$ cat src/rtl/ysyx_22041412_ifu_fetch.sv
// Instruction fetch: owns the PC, fills a one-line buffer from the icache, and feeds decode one 32-bit instruction per cycle.
// Latency: a hit is presented combinationally from registers; a line returned in cycle t is presented at t+1.
// Backpressure: out_valid/out_ready handshake; while out_ready is low the PC and the presented instruction hold.
module ysyx_22041412_ifu_fetch #(
  parameter logic [31:0] RESET_PC = 32'h8000_0000
) (
  input  logic         clk_i,
  input  logic         rst_i,            // asynchronous, active-low
  input  logic         redirect_valid_i,
  input  logic [31:0]  redirect_pc_i,
  input  logic         fence_i_req_i,
  output logic         fence_i_done_o,
  output logic         out_valid_o,
  input  logic         out_ready_i,
  output logic [31:0]  out_pc_o,
  output logic [31:0]  out_inst_o,
  output logic [31:0]  ic_req_addr_o,
  output logic         ic_valid_o,
  input  logic [127:0] ic_read_data_i,
  input  logic         ic_ready_i,
  output logic         ic_read_vaild_o,
  output logic         ic_read_clean_o,
  input  logic         ic_cache_clear_i,
  output logic         ic_fence_i_o,
  input  logic         ic_fence_ready_i,
  output logic [63:0]  perf_inst_cnt_o,
  output logic [63:0]  perf_stall_cnt_o
);

  typedef enum logic [2:0] {
    RUN        = 3'd0,
    REQ        = 3'd1,
    DISCARD    = 3'd2,
    FENCE      = 3'd3,
    FENCE_WAIT = 3'd4
  } state_e;

  state_e        state_q, state_d;
  logic [31:0]   pc_q, pc_d;
  logic          lb_valid_q, lb_valid_d;
  logic [27:0]   lb_tag_q, lb_tag_d;
  logic [127:0]  lb_data_q, lb_data_d;
  logic          fence_pend_q, fence_pend_d;
  logic [63:0]   inst_cnt_q, stall_cnt_q;

  logic          hit;
  logic          fire;
  logic [31:0]   redir_pc;

  // Redirect targets are always word aligned.
  assign redir_pc = redirect_pc_i & 32'hFFFF_FFFC;

  assign hit         = lb_valid_q && (lb_tag_q == pc_q[31:4]);
  assign out_valid_o = hit && (state_q == RUN) && !redirect_valid_i && !fence_pend_q;
  assign fire        = out_valid_o && out_ready_i;

  assign out_pc_o      = pc_q;
  assign ic_req_addr_o = {pc_q[31:4], 4'b0000};

  assign perf_inst_cnt_o  = inst_cnt_q;
  assign perf_stall_cnt_o = stall_cnt_q;

  // Select the word of the buffered line addressed by pc[3:2].
  always_comb begin
    out_inst_o = lb_data_q[31:0];
    case (pc_q[3:2])
      2'd0: out_inst_o = lb_data_q[31:0];
      2'd1: out_inst_o = lb_data_q[63:32];
      2'd2: out_inst_o = lb_data_q[95:64];
      2'd3: out_inst_o = lb_data_q[127:96];
      default: out_inst_o = lb_data_q[31:0];
    endcase
  end

  // Next-state, PC/line-buffer update and icache handshake outputs.
  always_comb begin
    state_d         = state_q;
    pc_d            = pc_q;
    lb_valid_d      = lb_valid_q;
    lb_tag_d        = lb_tag_q;
    lb_data_d       = lb_data_q;
    fence_pend_d    = fence_pend_q | fence_i_req_i;
    ic_valid_o      = 1'b0;
    ic_read_vaild_o = 1'b0;
    ic_read_clean_o = 1'b0;
    ic_fence_i_o    = 1'b0;
    fence_i_done_o  = 1'b0;

    case (state_q)
      RUN: begin
        if (redirect_valid_i) begin
          pc_d = redir_pc;
        end else if (fire) begin
          pc_d = pc_q + 32'd4;
        end
        // A redirect keeps the line buffer; the new PC is tested next cycle.
        if (fence_pend_q) begin
          state_d = FENCE;
        end else if (!redirect_valid_i && !hit) begin
          state_d = REQ;
        end
      end
      REQ: begin
        ic_valid_o = 1'b1;
        if (redirect_valid_i) begin
          // The returning line belongs to the old path: drop it.
          pc_d    = redir_pc;
          state_d = DISCARD;
        end else if (ic_ready_i) begin
          ic_read_vaild_o = 1'b1;
          lb_valid_d      = 1'b1;
          lb_tag_d        = pc_q[31:4];
          lb_data_d       = ic_read_data_i;
          state_d         = RUN;
        end
      end
      DISCARD: begin
        ic_read_clean_o = 1'b1;
        if (redirect_valid_i) begin
          pc_d = redir_pc;
        end
        if (ic_cache_clear_i && !ic_ready_i) begin
          state_d = RUN;
        end
      end
      FENCE: begin
        ic_fence_i_o = 1'b1;
        lb_valid_d   = 1'b0;
        fence_pend_d = fence_i_req_i;
        if (redirect_valid_i) begin
          pc_d = redir_pc;
        end
        state_d = FENCE_WAIT;
      end
      FENCE_WAIT: begin
        if (redirect_valid_i) begin
          pc_d = redir_pc;
        end
        if (ic_fence_ready_i) begin
          fence_i_done_o = 1'b1;
          state_d        = RUN;
        end
      end
      default: state_d = RUN;
    endcase
  end

  // State, PC and line-buffer registers.
  always_ff @(posedge clk_i or negedge rst_i) begin
    if (!rst_i) begin
      state_q      <= RUN;
      pc_q         <= RESET_PC;
      lb_valid_q   <= 1'b0;
      lb_tag_q     <= 28'd0;
      lb_data_q    <= 128'd0;
      fence_pend_q <= 1'b0;
    end else begin
      state_q      <= state_d;
      pc_q         <= pc_d;
      lb_valid_q   <= lb_valid_d;
      lb_tag_q     <= lb_tag_d;
      lb_data_q    <= lb_data_d;
      fence_pend_q <= fence_pend_d;
    end
  end

  // Performance counters: retired-to-decode instructions and decode starvation cycles.
  always_ff @(posedge clk_i or negedge rst_i) begin
    if (!rst_i) begin
      inst_cnt_q  <= 64'd0;
      stall_cnt_q <= 64'd0;
    end else begin
      if (fire) begin
        inst_cnt_q <= inst_cnt_q + 64'd1;
      end
      if (out_ready_i && !out_valid_o) begin
        stall_cnt_q <= stall_cnt_q + 64'd1;
      end
    end
  end

endmodule

$ cat config.mk
export PLATFORM = sky130hd
export DESIGN_NAME = ysyx_22041412_ifu_fetch
export DESIGN_NICKNAME = d
export VERILOG_FILES = /design/src/rtl/ysyx_22041412_ifu_fetch.sv
export SDC_FILE = /design/constraint.sdc
export NUM_CORES = 1
export LEC_CHECK = 0
export BUFFER_PORTS_ARGS = -buffer_cell sky130_fd_sc_hd__buf_2
export CORE_MARGIN = 5
export CORE_UTILIZATION = 32
export CTS_BUF_LIST = sky130_fd_sc_hd__clkbuf_16
export CTS_CLUSTER_DIAMETER = 150
export CTS_CLUSTER_SIZE = 28
export DETAILED_ROUTE_END_ITERATION = 10
export PLACE_DENSITY_LB_ADDON = 0.12
export REMOVE_ABC_BUFFERS = 1
export SETUP_SLACK_MARGIN = 0.15
export SYNTH_ARGS = -nofsm -noshare
export SYNTH_HDL_FRONTEND = slang
export SYNTH_SLANG_ARGS = --single-unit
$ cat constraint.sdc
create_clock -name clk_i -period 4.25 [get_ports clk_i]
set_clock_uncertainty 0.05 [all_clocks]
set_input_delay 0.85 -clock clk_i [delete_from_list [all_inputs] [get_ports clk_i]]
set_output_delay 0.85 -clock clk_i [all_outputs]
set_load 0.02 [all_outputs]
==> results of run 1 <==
synth_stat cells (11+ instances only):
| cell | instances | area [µm²] |
|---|---|---|
| sky130_fd_sc_hd__inv_1 | 66 | 247.7 |
| sky130_fd_sc_hd__and4_1 | 14 | 122.6 |
| sky130_fd_sc_hd__mux2i_1 | 33 | 330.3 |
| sky130_fd_sc_hd__dfrtp_1 | 318 | 7958 |
| sky130_fd_sc_hd__mux2_2 | 123 | 1385 |
| sky130_fd_sc_hd__nor3_1 | 30 | 150.1 |
| sky130_fd_sc_hd__nand4_1 | 59 | 369.1 |
| sky130_fd_sc_hd__a222oi_1 | 32 | 320.3 |
| sky130_fd_sc_hd__nor4_1 | 11 | 68.82 |
| sky130_fd_sc_hd__nand3_1 | 71 | 355.3 |
| sky130_fd_sc_hd__and2_1 | 12 | 75.07 |
| sky130_fd_sc_hd__nor2_1 | 53 | 198.9 |
| sky130_fd_sc_hd__buf_4 | 34 | 255.2 |
| sky130_fd_sc_hd__xor2_1 | 46 | 402.9 |
| sky130_fd_sc_hd__clkbuf_1 | 52 | 195.2 |
| sky130_fd_sc_hd__xnor2_1 | 102 | 893.4 |
| sky130_fd_sc_hd__nand2_1 | 104 | 390.4 |
| sky130_fd_sc_hd__o21ai_0 | 59 | 295.3 |
| sky130_fd_sc_hd__buf_2 | 18 | 90.09 |
| sky130_fd_sc_hd__a21oi_1 | 55 | 275.3 |
| sky130_fd_sc_hd__and3_1 | 36 | 225.2 |
| sky130_fd_sc_hd__o22ai_1 | 14 | 87.58 |
per-layer routing:
| layer | part of all wire [%] | global-route usage [%] | wire, µm | vias to the layer above |
|---|---|---|---|---|
| met4 | 1.7 | 3.176 | 758 | 0 |
| met2 | 50 | 29.03 | 22840 | 277 |
| met5 | 0 | 0 | 0 | - |
| met1 | 44 | 22.79 | 20020 | 5894 |
| li1 | - | - | - | 5627 |
| met3 | 3.7 | 1.975 | 1690 | 34 |
kinds of logic (layout without fill, tap and decap cells):
group | Yosys count | after routing | share of synthesized area (%)
other | 1 | 10 | 0.02449
adders and majority gates | 6 | 6 | 0.4903
DFF | 319 | 319 | 52.15
muxes | 156 | 156 | 11.20
and+or+nand+nor | 432 | 432 | 14.88
xor gates and xnor gates | 148 | 148 | 8.466
AOI/OAI and AO/OA | 180 | 180 | 7.461
buffers and inverters | 177 | 500 | 5.328
path summary, 6_finish.rpt:
check / slack (ns) / depth (start not counted) / startpoint / endpoint
max in group asynchronous: 2.86 / 2 / rst_i / lb_tag_q[16]
min in group clk_i: 0.42 / 1 / perf_stall_cnt_o[63] / perf_stall_cnt_o[63]
worst max register to register: 1.02 / 8 / out_pc_o[4] / out_pc_o[24]
worst max-delay path: 0.78 / 5 / out_pc_o[26] / out_valid_o
worst min-delay path: 0.31 / 1 / rst_i / lb_data_q[104]
worst min register to register: 0.42 / 1 / perf_stall_cnt_o[63] / perf_stall_cnt_o[63]
power by group:
part	total [mW]	internal, mW	switching, mW
registers	4.75	3.96	0.790
clock network	1.69	0.662	1.02
logic	4.51	1.87	2.64
total	10.9	6.49	4.46
worst max-delay path: stages, from the launching register on:
cell,delay (ns)
sky130_fd_sc_hd__dfrtp_1,0.53
sky130_fd_sc_hd__xor2_1,0.25
sky130_fd_sc_hd__nor4_1,0.46
sky130_fd_sc_hd__nor4bb_1,0.24
sky130_fd_sc_hd__and4_1,0.36
sky130_fd_sc_hd__buf_2,0.21
cell type report:
type                       count  share of cell area [%]
inverter                      66                   1.361
multi-input combinational    928                   36.03
timing repair buffer         414                   12.20
clock inverter                 5                  0.1925
clock buffer                  15                   2.063
tap                          615                   4.228
sequential                   319                   43.87
antenna                        4                 0.05500
sequential cells by signal, indices dropped and copies added, names as in the netlist:
signal            count
lb_tag_q             28
fence_pend_q          1
state_q               3
perf_inst_cnt_o      64
lb_valid_q            1
perf_stall_cnt_o     64
out_pc_o             30
lb_data_q           128
stage by stage:
step	cell area [µm²]	total power, mW	TNS [ns]	hold WS (ns)
6_report	18200	10.95	0	0.3085
5_1_grt	18200	11.70	0	0.3423
4_1_cts	18190	11.13	0	0.3408
3_5_place_dp	17780	9.390	0	0.4007
3_3_place_gp	17780	9.333	0	0.4027
2_1_floorplan	14760	7.707	-1649.83	0.4164
cell usage in the layout (no fill, tap or decap), types with 6 or more instances in the layout:
cell,synthesis,final
sky130_fd_sc_hd__buf_2,18,388
sky130_fd_sc_hd__dfrtp_1,318,318
sky130_fd_sc_hd__mux2_2,123,123
sky130_fd_sc_hd__nand2_1,104,104
sky130_fd_sc_hd__xnor2_1,102,102
sky130_fd_sc_hd__nand3_1,71,71
sky130_fd_sc_hd__inv_1,66,70
sky130_fd_sc_hd__nand4_1,59,59
sky130_fd_sc_hd__o21ai_0,59,59
sky130_fd_sc_hd__a21oi_1,55,55
sky130_fd_sc_hd__nor2_1,53,53
sky130_fd_sc_hd__xor2_1,46,46
sky130_fd_sc_hd__and3_1,36,36
sky130_fd_sc_hd__mux2i_1,33,33
sky130_fd_sc_hd__a222oi_1,32,32
sky130_fd_sc_hd__nor3_1,30,30
sky130_fd_sc_hd__buf_4,34,19
sky130_fd_sc_hd__clkbuf_16,0,15
sky130_fd_sc_hd__and4_1,14,14
sky130_fd_sc_hd__o22ai_1,14,14
sky130_fd_sc_hd__and2_1,12,12
sky130_fd_sc_hd__nor4_1,11,9
sky130_fd_sc_hd__nor2b_1,7,7
sky130_fd_sc_hd__or3_1,7,7
sky130_fd_sc_hd__conb_1,1,6
sky130_fd_sc_hd__buf_12,0,6
==> metrics.yaml, run 1 <==
detailed_routing:
  residual_drc_count: 0
  detail_route.wirelength_um: 45300
  via_per_inst: 5.001
  postRouteAntennaNets: 0
  detail_route.wl_per_cell_um: 19.15
  detail_route.iter0.violations: 768
  dr.pass1.iters: 6
  detailroute.via_count: 11830
timing:
  report.final.slew_viol_count: 0
  max_slew_margin_pct: 43.48
  fin_crit_ns: 3.471
  tightest_slew_ns: 0.8479
  hold_violations: 0
  worst_slack_ns: 0.7791
  setup-violations-final: 0
  unrepaired_setup_endpoints_after_global_routing: "false"
  fmax_mhz: 288.1
  part_of_the_cycle_the_worst_path_needs_pct: 81.67
cts:
  clk_transition_reported_paths_ns: 0.12
  cts_tree: "yes"
  cts-hold-fix-buffers: 0
  cts-resized-gates: 0
  post_cts_buffers: 0
  cts.path.max_buffers: 3
  cts.root.buffer_cell: "sky130_fd_sc_hd__clkbuf_16"
  cts-htree-levels: 1
  cts_sinks: 319
  clk-insertion-delay-late_ns: 0.52
  cts_inserted_buffers: 15
layout:
  layout-drive-gt1-share_pct: 32.63
  n_fill_cell: 4802
  multi_input_area_um2: 6558
  final-instance-count-excl-fill: 2366
  nets: 1918
  final-seq-area_um2: 7984
  area.growth.synth_to_final_pct: 18.86
  finalCoreUtilization_pct: 38.28
floorplan:
  placeableCoreArea_um2: 47550
  top_level_ports: 398
  die_h_um: 228.7
  row_count: 80
  initial_cell_density_of_the_core_pct: 32.20
  fp.dieW_um: 228.7
  die-area_um2: 52320
worst_setup_path:
  criticalPathCategory: "register to primary output"
  worst_ep_required_time_ns: 3.35
  timing.critical_path.fanout_max: 7
  crit_path_start_kind: "register"
  cp-end-kind: "primary output"
  critical_path_arrival_ns: 2.57
hold_path:
  worst_hold_check_path_type: "primary input to asynchronous set/reset pin"
synthesis:
  synth_top_flop_cell: "sky130_fd_sc_hd__dfrtp_1"
  synth_enable_flop_cells: 0
  synth_async_sr_flop_share_pct: 100.0
  post_synth_inst_count: 1419
  synth_cell_type_count: 59
  number_of_synthesis_warnings: 0
  synth_seq_area_share_pct: 52.15
  synthesis.area_um2: 15310
  synth-seq-cells: 319
  synth.avg_cell_area_um2: 10.79
power_and_ir_drop:
  power_density_nw_per_um2: 601.6
  peakVddDrop_mv: 0.3852
  power.static_leakage_nw: 8.578
placement:
  numPlacedInstances: 2342
  io_buffers: 389
  detailedPlacementHpwl_um: 33030
  detailedPlace.worstSlack_ns: 0.7333
  place_congestion: 0.7803
run:
  drv_cap: 0
global_routing:
  number_of_antenna_violations_at_the_first_check_in_global_routing: 5
  track_usage_pct: 16.72
  maximum_number_of_pins_on_one_net_before_global_route_repair: 137
  grt_first_pass_wirelength_um: 71420
  total_grt_overflow: 0
  vias_in_the_first_global_route: 12010
outcome:
  status: "finished clean"
(Power assumes the default switching activity.)
==> run 2: changes to the inputs <==
- clock period: 4.25 -> 2.91 ns (I/O delays scaled with it)
==> run 2 against run 1 <==
Net effect:
- die area is the same
- cell area grew 4.9%
- final cell count increased by 2.5%
- sequential share of layout area decreased by 2.0 points
- count of clock-buffer cells in the layout stayed put
- sequential cell count did not move
- global-route usage grew 0.90 points
- worst hold slack lost 0.13 ns
- critical path type unchanged
==> metrics.yaml, run 2 (same netlist as run 1, synthesis figures left out) <==
outcome:
  status: "finished clean"
floorplan:
  placeableCoreArea_um2: 47550  # unchanged
  initial_cell_density_of_the_core_pct: 32.20  # unchanged
  fp.dieW_um: 228.7  # unchanged
  top_level_ports: 398  # unchanged
  die_h_um: 228.7  # unchanged
  row_count: 80  # unchanged
  die-area_um2: 52320  # unchanged
layout:
  finalInstanceArea_um2: 19080  # +4.9%
  n_fill_cell: 4716  # -1.8%
  largest_register_ffs: 128  # unchanged
  area.growth.synth_to_final_pct: 24.65
  multi_input_area_um2: 6690  # +2.0%
  most_common_library_cell_in_the_layout_ignoring_fill_and_taps: "sky130_fd_sc_hd__buf_2"
  max_flop_register: "lb_data_q"
  highest_count_cells_in_the_layout_ignoring_fill_and_taps: "sky130_fd_sc_hd__buf_2 (358), sky130_fd_sc_hd__dfrtp_1 (313), sky130_fd_sc_hd__mux2_2 (123)"
  nets: 1976  # +3.0%
  final-seq-area_um2: 7990  # about the same
  layout-drive-gt1-share_pct: 36.01  # +3.4 points
power_and_ir_drop:
  peakVddDrop_mv: 0.4479  # +16%
  power.static_leakage_nw: 8.989  # +4.8%
  seq_power_share_pct: 38.6  # -4.8 points
  p_int_mw: 10.34  # +59%
  netSwitchingFraction_pct: 40.10  # -0.60 points
  p_clk_share_pct: 14.4  # -1.0 points
  net-switching-power_mw: 6.920  # +55%
  combPwrFrac_pct: 47.0  # +5.8 points
  power_density_nw_per_um2: 904.2  # +50%
placement:
  io_buffers: 389  # unchanged
  area_after_dpl_um2: 18140  # +2.0%
  place_congestion: 0.7851  # +0.62%
  detailedPlacementHpwl_um: 33930  # +2.7%
worst_setup_path:
  critical_path_arrival_ns: 2.26  # -0.31 ns
  timing.critical_path.fanout_max: 3  # -4
  timing.reg2reg.worst_path_depth: 11  # +3
  cp_slowest_stage_delay_ns: 0.41  # -0.12 ns
  worst_ep_required_time_ns: 2.28  # -1.07 ns
  cp-end-kind: "primary output"
  crit_slowest_cell: "sky130_fd_sc_hd__dfrtp_1"
  criticalPathCategory: "register to primary output"
  timing.reg2reg.setup_slack_ns: 0.19  # -0.83 ns
  path_cells: "xor2_1, nor4_2, nor4bb_2, and4_4, buf_6"
  crit_path_start_kind: "register"
detailed_routing:
  residual_drc_count: 0  # unchanged
  via_per_inst: 5.023  # +0.44%
  detail_route.wirelength_um: 48150  # +6.3%
  postRouteAntennaNets: 0  # unchanged
  dr.pass1.iters: 5  # -1
  detail_route.wl_per_cell_um: 19.86  # +3.7%
  detail_route.iter0.violations: 684  # -11%
  detailroute.via_count: 12180  # +2.9%
cts:
  cts-htree-levels: 1  # unchanged
  cts.path.max_buffers: 3  # unchanged
  clk-insertion-delay-late_ns: 0.53  # about the same
  cts.root.buffer_cell: "sky130_fd_sc_hd__clkbuf_16"
  clk_transition_reported_paths_ns: 0.12  # about the same
  cts_sinks: 319  # unchanged
  cts_inserted_buffers: 15  # unchanged
  cts_tree: "yes"
global_routing:
  number_of_antenna_violations_at_the_first_check_in_global_routing: 6  # +1
  maximum_number_of_pins_on_one_net_before_global_route_repair: 69  # -50%
  total_grt_overflow: 0  # unchanged
  vias_in_the_first_global_route: 12300  # +2.3%
  grt_first_pass_wirelength_um: 73950  # +3.5%
  track_usage_pct: 17.62  # +0.90 points
timing:
  hold_violations: 0  # unchanged
  setup-violations-final: 0  # unchanged
  max_slew_margin_pct: 31.81  # -12 points
  unrepaired_setup_endpoints_after_global_routing: "true"
  tns_ns: 0  # unchanged
  fmax_mhz: 345.8
  part_of_the_cycle_the_worst_path_needs_pct: 99.38
  tightest_slew_ns: 1.019  # +0.1712 ns
  report.final.slew_viol_count: 0  # unchanged
  fin_crit_ns: 2.892
hold_path:
  whs_path_depth: 2
  worst_hold_check_path_type: "primary input to register"
run:
  drv_cap: 0  # unchanged
run 2: changes by cell type in the layout (fill, tap and decap cells not counted), moves of 3 or more:
cell and change:
sky130_fd_sc_hd__xnor2_1 -5, sky130_fd_sc_hd__buf_2 -30, sky130_fd_sc_hd__buf_4 +71, sky130_fd_sc_hd__dfrtp_2 +5, sky130_fd_sc_hd__dfrtp_1 -5, sky130_fd_sc_hd__ha_4 +4, sky130_fd_sc_hd__buf_16 +3, sky130_fd_sc_hd__xnor2_2 +4
sky130_fd_sc_hd__buf_6 +3, sky130_fd_sc_hd__buf_12 +6, sky130_fd_sc_hd__ha_1 -3
run 2: area by class of cell:
| class | instances | share of cell area, % |
|---|---|---|
| Timing Repair Buffer | 472 | 15.53 |
| Antenna cell | 4 | 0.05245 |
| Sequential cell | 319 | 41.87 |
| Inverter | 66 | 1.311 |
| Tap cell | 615 | 4.032 |
| Clock buffer | 15 | 1.967 |
| Clock inverter | 5 | 0.1836 |
| Multi-Input combinational cell | 928 | 35.06 |
run 2: per-stage QoR:
stage / setup WS, ns / hold slack (ns) / util (%) / std cells / total power, mW
floorplan: -11.92 / 0.2364 / - / 1313 / 11.26
global placement: 0.1768 / 0.4043 / 38.14 / 2383 / 13.97
detailed placement: 0.1604 / 0.4045 / 38.14 / 2383 / 14.06
CTS: 0.01945 / 0.1416 / 39.74 / 2416 / 17.14
global route: -0.1423 / 0.1568 / 40.14 / 2424 / 18.35
finish: 0.01816 / 0.1782 / 40.14 / 2424 / 17.26
run 2: worst max-delay path, delay by kind of cell (launching register included):
kind / cells / cell delay, ns
simple gates: 3 / 0.99
xor+xnor: 1 / 0.20
buf+inv: 1 / 0.13
flops: 1 / 0.41
run 2: power groups by stage:
stage | logic, mW | registers, mW | clock network [mW]
floorplan | 3.99 | 7.27 | 0
global placement | 7.30 | 6.66 | 0
detailed placement | 7.36 | 6.71 | 0
CTS | 7.87 | 6.63 | 2.63
global route | 8.76 | 6.84 | 2.75
finish | 8.11 | 6.66 | 2.49
run 2: layer usage:
layer / routed length (µm) / track usage, % / share of wire [%]
met1: 21290 / 23.86 / 44
met2: 23850 / 30.28 / 50
met3: 1943 / 2.286 / 4.0
met4: 1056 / 4.027 / 2.2
met5: 7 / 0 / 0.015
run 2: final timing paths:
path                                     startpoint                  end
worst min register to register  perf_inst_cnt_o[63]  perf_inst_cnt_o[63]
max in group asynchronous                     rst_i         lb_data_q[4]
worst max register to register         lb_tag_q[17]         out_pc_o[27]
worst max-delay path                   out_pc_o[26]          out_valid_o
min in group asynchronous                     rst_i        lb_data_q[12]
worst min-delay path                  fence_i_req_i         fence_pend_q
run 2: repair_timing:
| item | 4_1_cts | 5_1_grt |
|---|---|---|
| gates cloned | 5 | 2 |
| endpoints found under the setup margin | 38 | 79 |
| pin swaps | 11 | 7 |
| buffers inserted | 7 | 2 |
| resized for setup | 34 | 39 |
| endpoints found under the hold margin | 44 | 0 |
| hold buffers | 1 | 0 |
==> run 3: changes to the inputs <==
- GPL_ROUTABILITY_DRIVEN: not set -> 0
- SETUP_SLACK_MARGIN: 0.15 -> not set
==> run 3 against run 2 <==
Net effect:
- sequential share of layout area up 0.67 points
- global-route usage down 0.41 points
- via count down 0.75%
==> metrics.yaml, run 3 (same netlist as run 1, synthesis figures left out) <==
detailed_routing:
  detail_route.iter0.violations: 667  # -2.5%
  dr.pass1.iters: 5  # unchanged
  detail_route.wl_per_cell_um: 19.32  # -2.7%
  via_per_inst: 5.000  # -0.46%
  detailroute.via_count: 12080  # -0.75%
  postRouteAntennaNets: 0  # unchanged
  detail_route.wirelength_um: 46690  # -3.0%
  residual_drc_count: 0  # unchanged
cts:
  cts_inserted_buffers: 15  # unchanged
  cts.root.buffer_cell: "sky130_fd_sc_hd__clkbuf_16"
  cts_tree: "yes"
  cts-htree-levels: 1  # unchanged
  cts.path.max_buffers: 3  # unchanged
  cts_sinks: 319  # unchanged
  clk-insertion-delay-late_ns: 0.53  # about the same
  clk_transition_reported_paths_ns: 0.12  # about the same
timing:
  part_of_the_cycle_the_worst_path_needs_pct: 99.30  # about the same
  tightest_slew_ns: 1.000  # -0.01866 ns
  setup-violations-final: 0  # unchanged
  fmax_mhz: 346.1  # about the same
  max_slew_margin_pct: 33.06  # +1.2 points
  hold_violations: 0  # unchanged
  unrepaired_setup_endpoints_after_global_routing: "true"
  fin_crit_ns: 2.890  # -0.002174 ns
  report.final.slew_viol_count: 0  # unchanged
layout:
  finalInstanceArea_um2: 18790  # -1.6%
  final-instance-count-excl-fill: 2417  # -0.29%
  area.growth.synth_to_final_pct: 22.69
  highest_count_cells_in_the_layout_ignoring_fill_and_taps: "sky130_fd_sc_hd__buf_2 (387), sky130_fd_sc_hd__dfrtp_1 (313), sky130_fd_sc_hd__mux2_2 (123)"
  layout-drive-gt1-share_pct: 35.21  # -0.80 points
  most_common_library_cell_in_the_layout_ignoring_fill_and_taps: "sky130_fd_sc_hd__buf_2"
  nets: 1966  # -0.51%
  max_flop_register: "lb_data_q"
  largest_register_ffs: 128  # unchanged
power_and_ir_drop:
  net-switching-power_mw: 6.714  # -3.0%
  power_density_nw_per_um2: 883.8  # -2.2%
  power.static_leakage_nw: 8.881  # -1.2%
  p_int_mw: 9.889  # -4.3%
  peakVddDrop_mv: 0.4563  # +1.9%
  seq_power_share_pct: 40.1  # +1.5 points
  p_clk_share_pct: 15.0  # +0.6 points
  combPwrFrac_pct: 44.9  # -2.1 points
  netSwitchingFraction_pct: 40.44  # +0.34 points
global_routing:
  total_grt_overflow: 0  # unchanged
  maximum_number_of_pins_on_one_net_before_global_route_repair: 69  # unchanged
  number_of_antenna_violations_at_the_first_check_in_global_routing: 8  # +2
  grt.met3_usage_pct: 2.099  # -0.19 points
  vias_in_the_first_global_route: 12240  # -0.46%
  grt_first_pass_wirelength_um: 72660  # -1.7%
  grt_met1_use_pct: 23.20  # -0.67 points
  most_congested_layer_reported_by_global_routing: "met2"
  track_usage_pct: 17.21  # -0.41 points
  met2_track_demand_over_resource_pct: 29.82  # -0.47 points
placement:
  numPlacedInstances: 2383  # unchanged
  detailedPlacementHpwl_um: 33930  # unchanged
  area_after_dpl_um2: 18140  # unchanged
  io_buffers: 389  # unchanged
floorplan:
  die-area_um2: 52320  # unchanged
  initial_cell_density_of_the_core_pct: 32.20  # unchanged
  placeableCoreArea_um2: 47550  # unchanged
  fp.dieW_um: 228.7  # unchanged
  die_h_um: 228.7  # unchanged
  row_count: 80  # unchanged
  top_level_ports: 398  # unchanged
worst_setup_path:
  critical_path_arrival_ns: 2.26  # about the same
  timing.critical_path.fanout_max: 3  # unchanged
  criticalPathCategory: "register to primary output"
  worst_ep_required_time_ns: 2.28  # about the same
  crit_path_start_kind: "register"
  cp-end-kind: "primary output"
run:
  drv_cap: 0  # unchanged
hold_path:
  worst_hold_check_path_type: "primary input to register"
outcome:
  status: "finished clean"
## run 3: changes by cell type in the layout (fill, tap and decap cells not counted), sizes merged
cell	delta
clkbuf	-1
bufbuf	-1
buf	-8
diode	+3
## run 3: repair_timing
action	in CTS	in global routing
hold buffers	1	0
pin swaps	2	9
setup buffers	1	3
setup endpoints to repair	17	28
endpoints found under the hold margin	44	0
resized for setup	14	11
cloned	1	1
## run 3: worst paths after layout
path / from / cells after the start / slack (ns) / to
max: out_pc_o[4] / 5 / 0.02 / out_valid_o
min reg2reg: perf_inst_cnt_o[63] / 1 / 0.43 / perf_inst_cnt_o[63]
min in group asynchronous: rst_i / 2 / 0.52 / lb_data_q[12]
max in group asynchronous: rst_i / 3 / 1.50 / lb_data_q[4]
max reg2reg: lb_tag_q[17] / 10 / 0.19 / out_pc_o[2]
min: fence_i_req_i / 2 / 0.18 / fence_pend_q
## run 3: metrics by stage
stage / worst slack, ns / power (mW) / hold slack, ns / setup TNS (ns) / utilization (%)
after detailed placement: 0.1604 / 14.06 / 0.4045 / 0 / 38.14
after floorplan: -11.92 / 11.26 / 0.2364 / -1891.01 / -
final: 0.02034 / 16.60 / 0.1800 / 0 / 39.51
after global placement: 0.1768 / 13.97 / 0.4043 / 0 / 38.14
after global routing: -0.1272 / 17.70 / 0.1569 / -0.1479 / 39.51
after CTS: -0.01502 / 16.75 / 0.1416 / -0.01502 / 39.26
## run 3: cell type report
| type | instances | area (µm²) |
|---|---|---|
| Tap cell | 615 | 769.5 |
| Clock inverter | 5 | 35.03 |
| Inverter | 66 | 247.7 |
| Fill cell | 4740 | 28760 |
| Timing Repair Buffer | 462 | 2693 |
| Sequential cell | 319 | 7990 |
| Antenna cell | 7 | 17.52 |
| Multi-Input combinational cell | 928 | 6658 |
| Clock buffer | 15 | 375.4 |
## run 3: power groups by stage
| stage | Combinational [mW] | Clock, mW | Sequential [mW] |
|---|---|---|---|
| after floorplan | 3.99 | 0 | 7.27 |
| after global placement | 7.30 | 0 | 6.66 |
| after detailed placement | 7.36 | 0 | 6.71 |
| after CTS | 7.48 | 2.63 | 6.64 |
| after global routing | 8.11 | 2.75 | 6.84 |
| final | 7.45 | 2.48 | 6.66 |
## run 3: routing by layer
layer	routed length, µm	up-vias
li1	-	5721
met1	20600	6068
met2	23530	260
met3	1695	35
met4	859	0
met5	0	-
## run 3: critical path, cell delays in order, from the launching register on
cell and delay, ns:
sky130_fd_sc_hd__dfrtp_1 0.40, sky130_fd_sc_hd__xor2_1 0.22, sky130_fd_sc_hd__nor4_2 0.38, sky130_fd_sc_hd__nor4bb_2 0.29, sky130_fd_sc_hd__and4_4 0.31, sky130_fd_sc_hd__buf_6 0.13
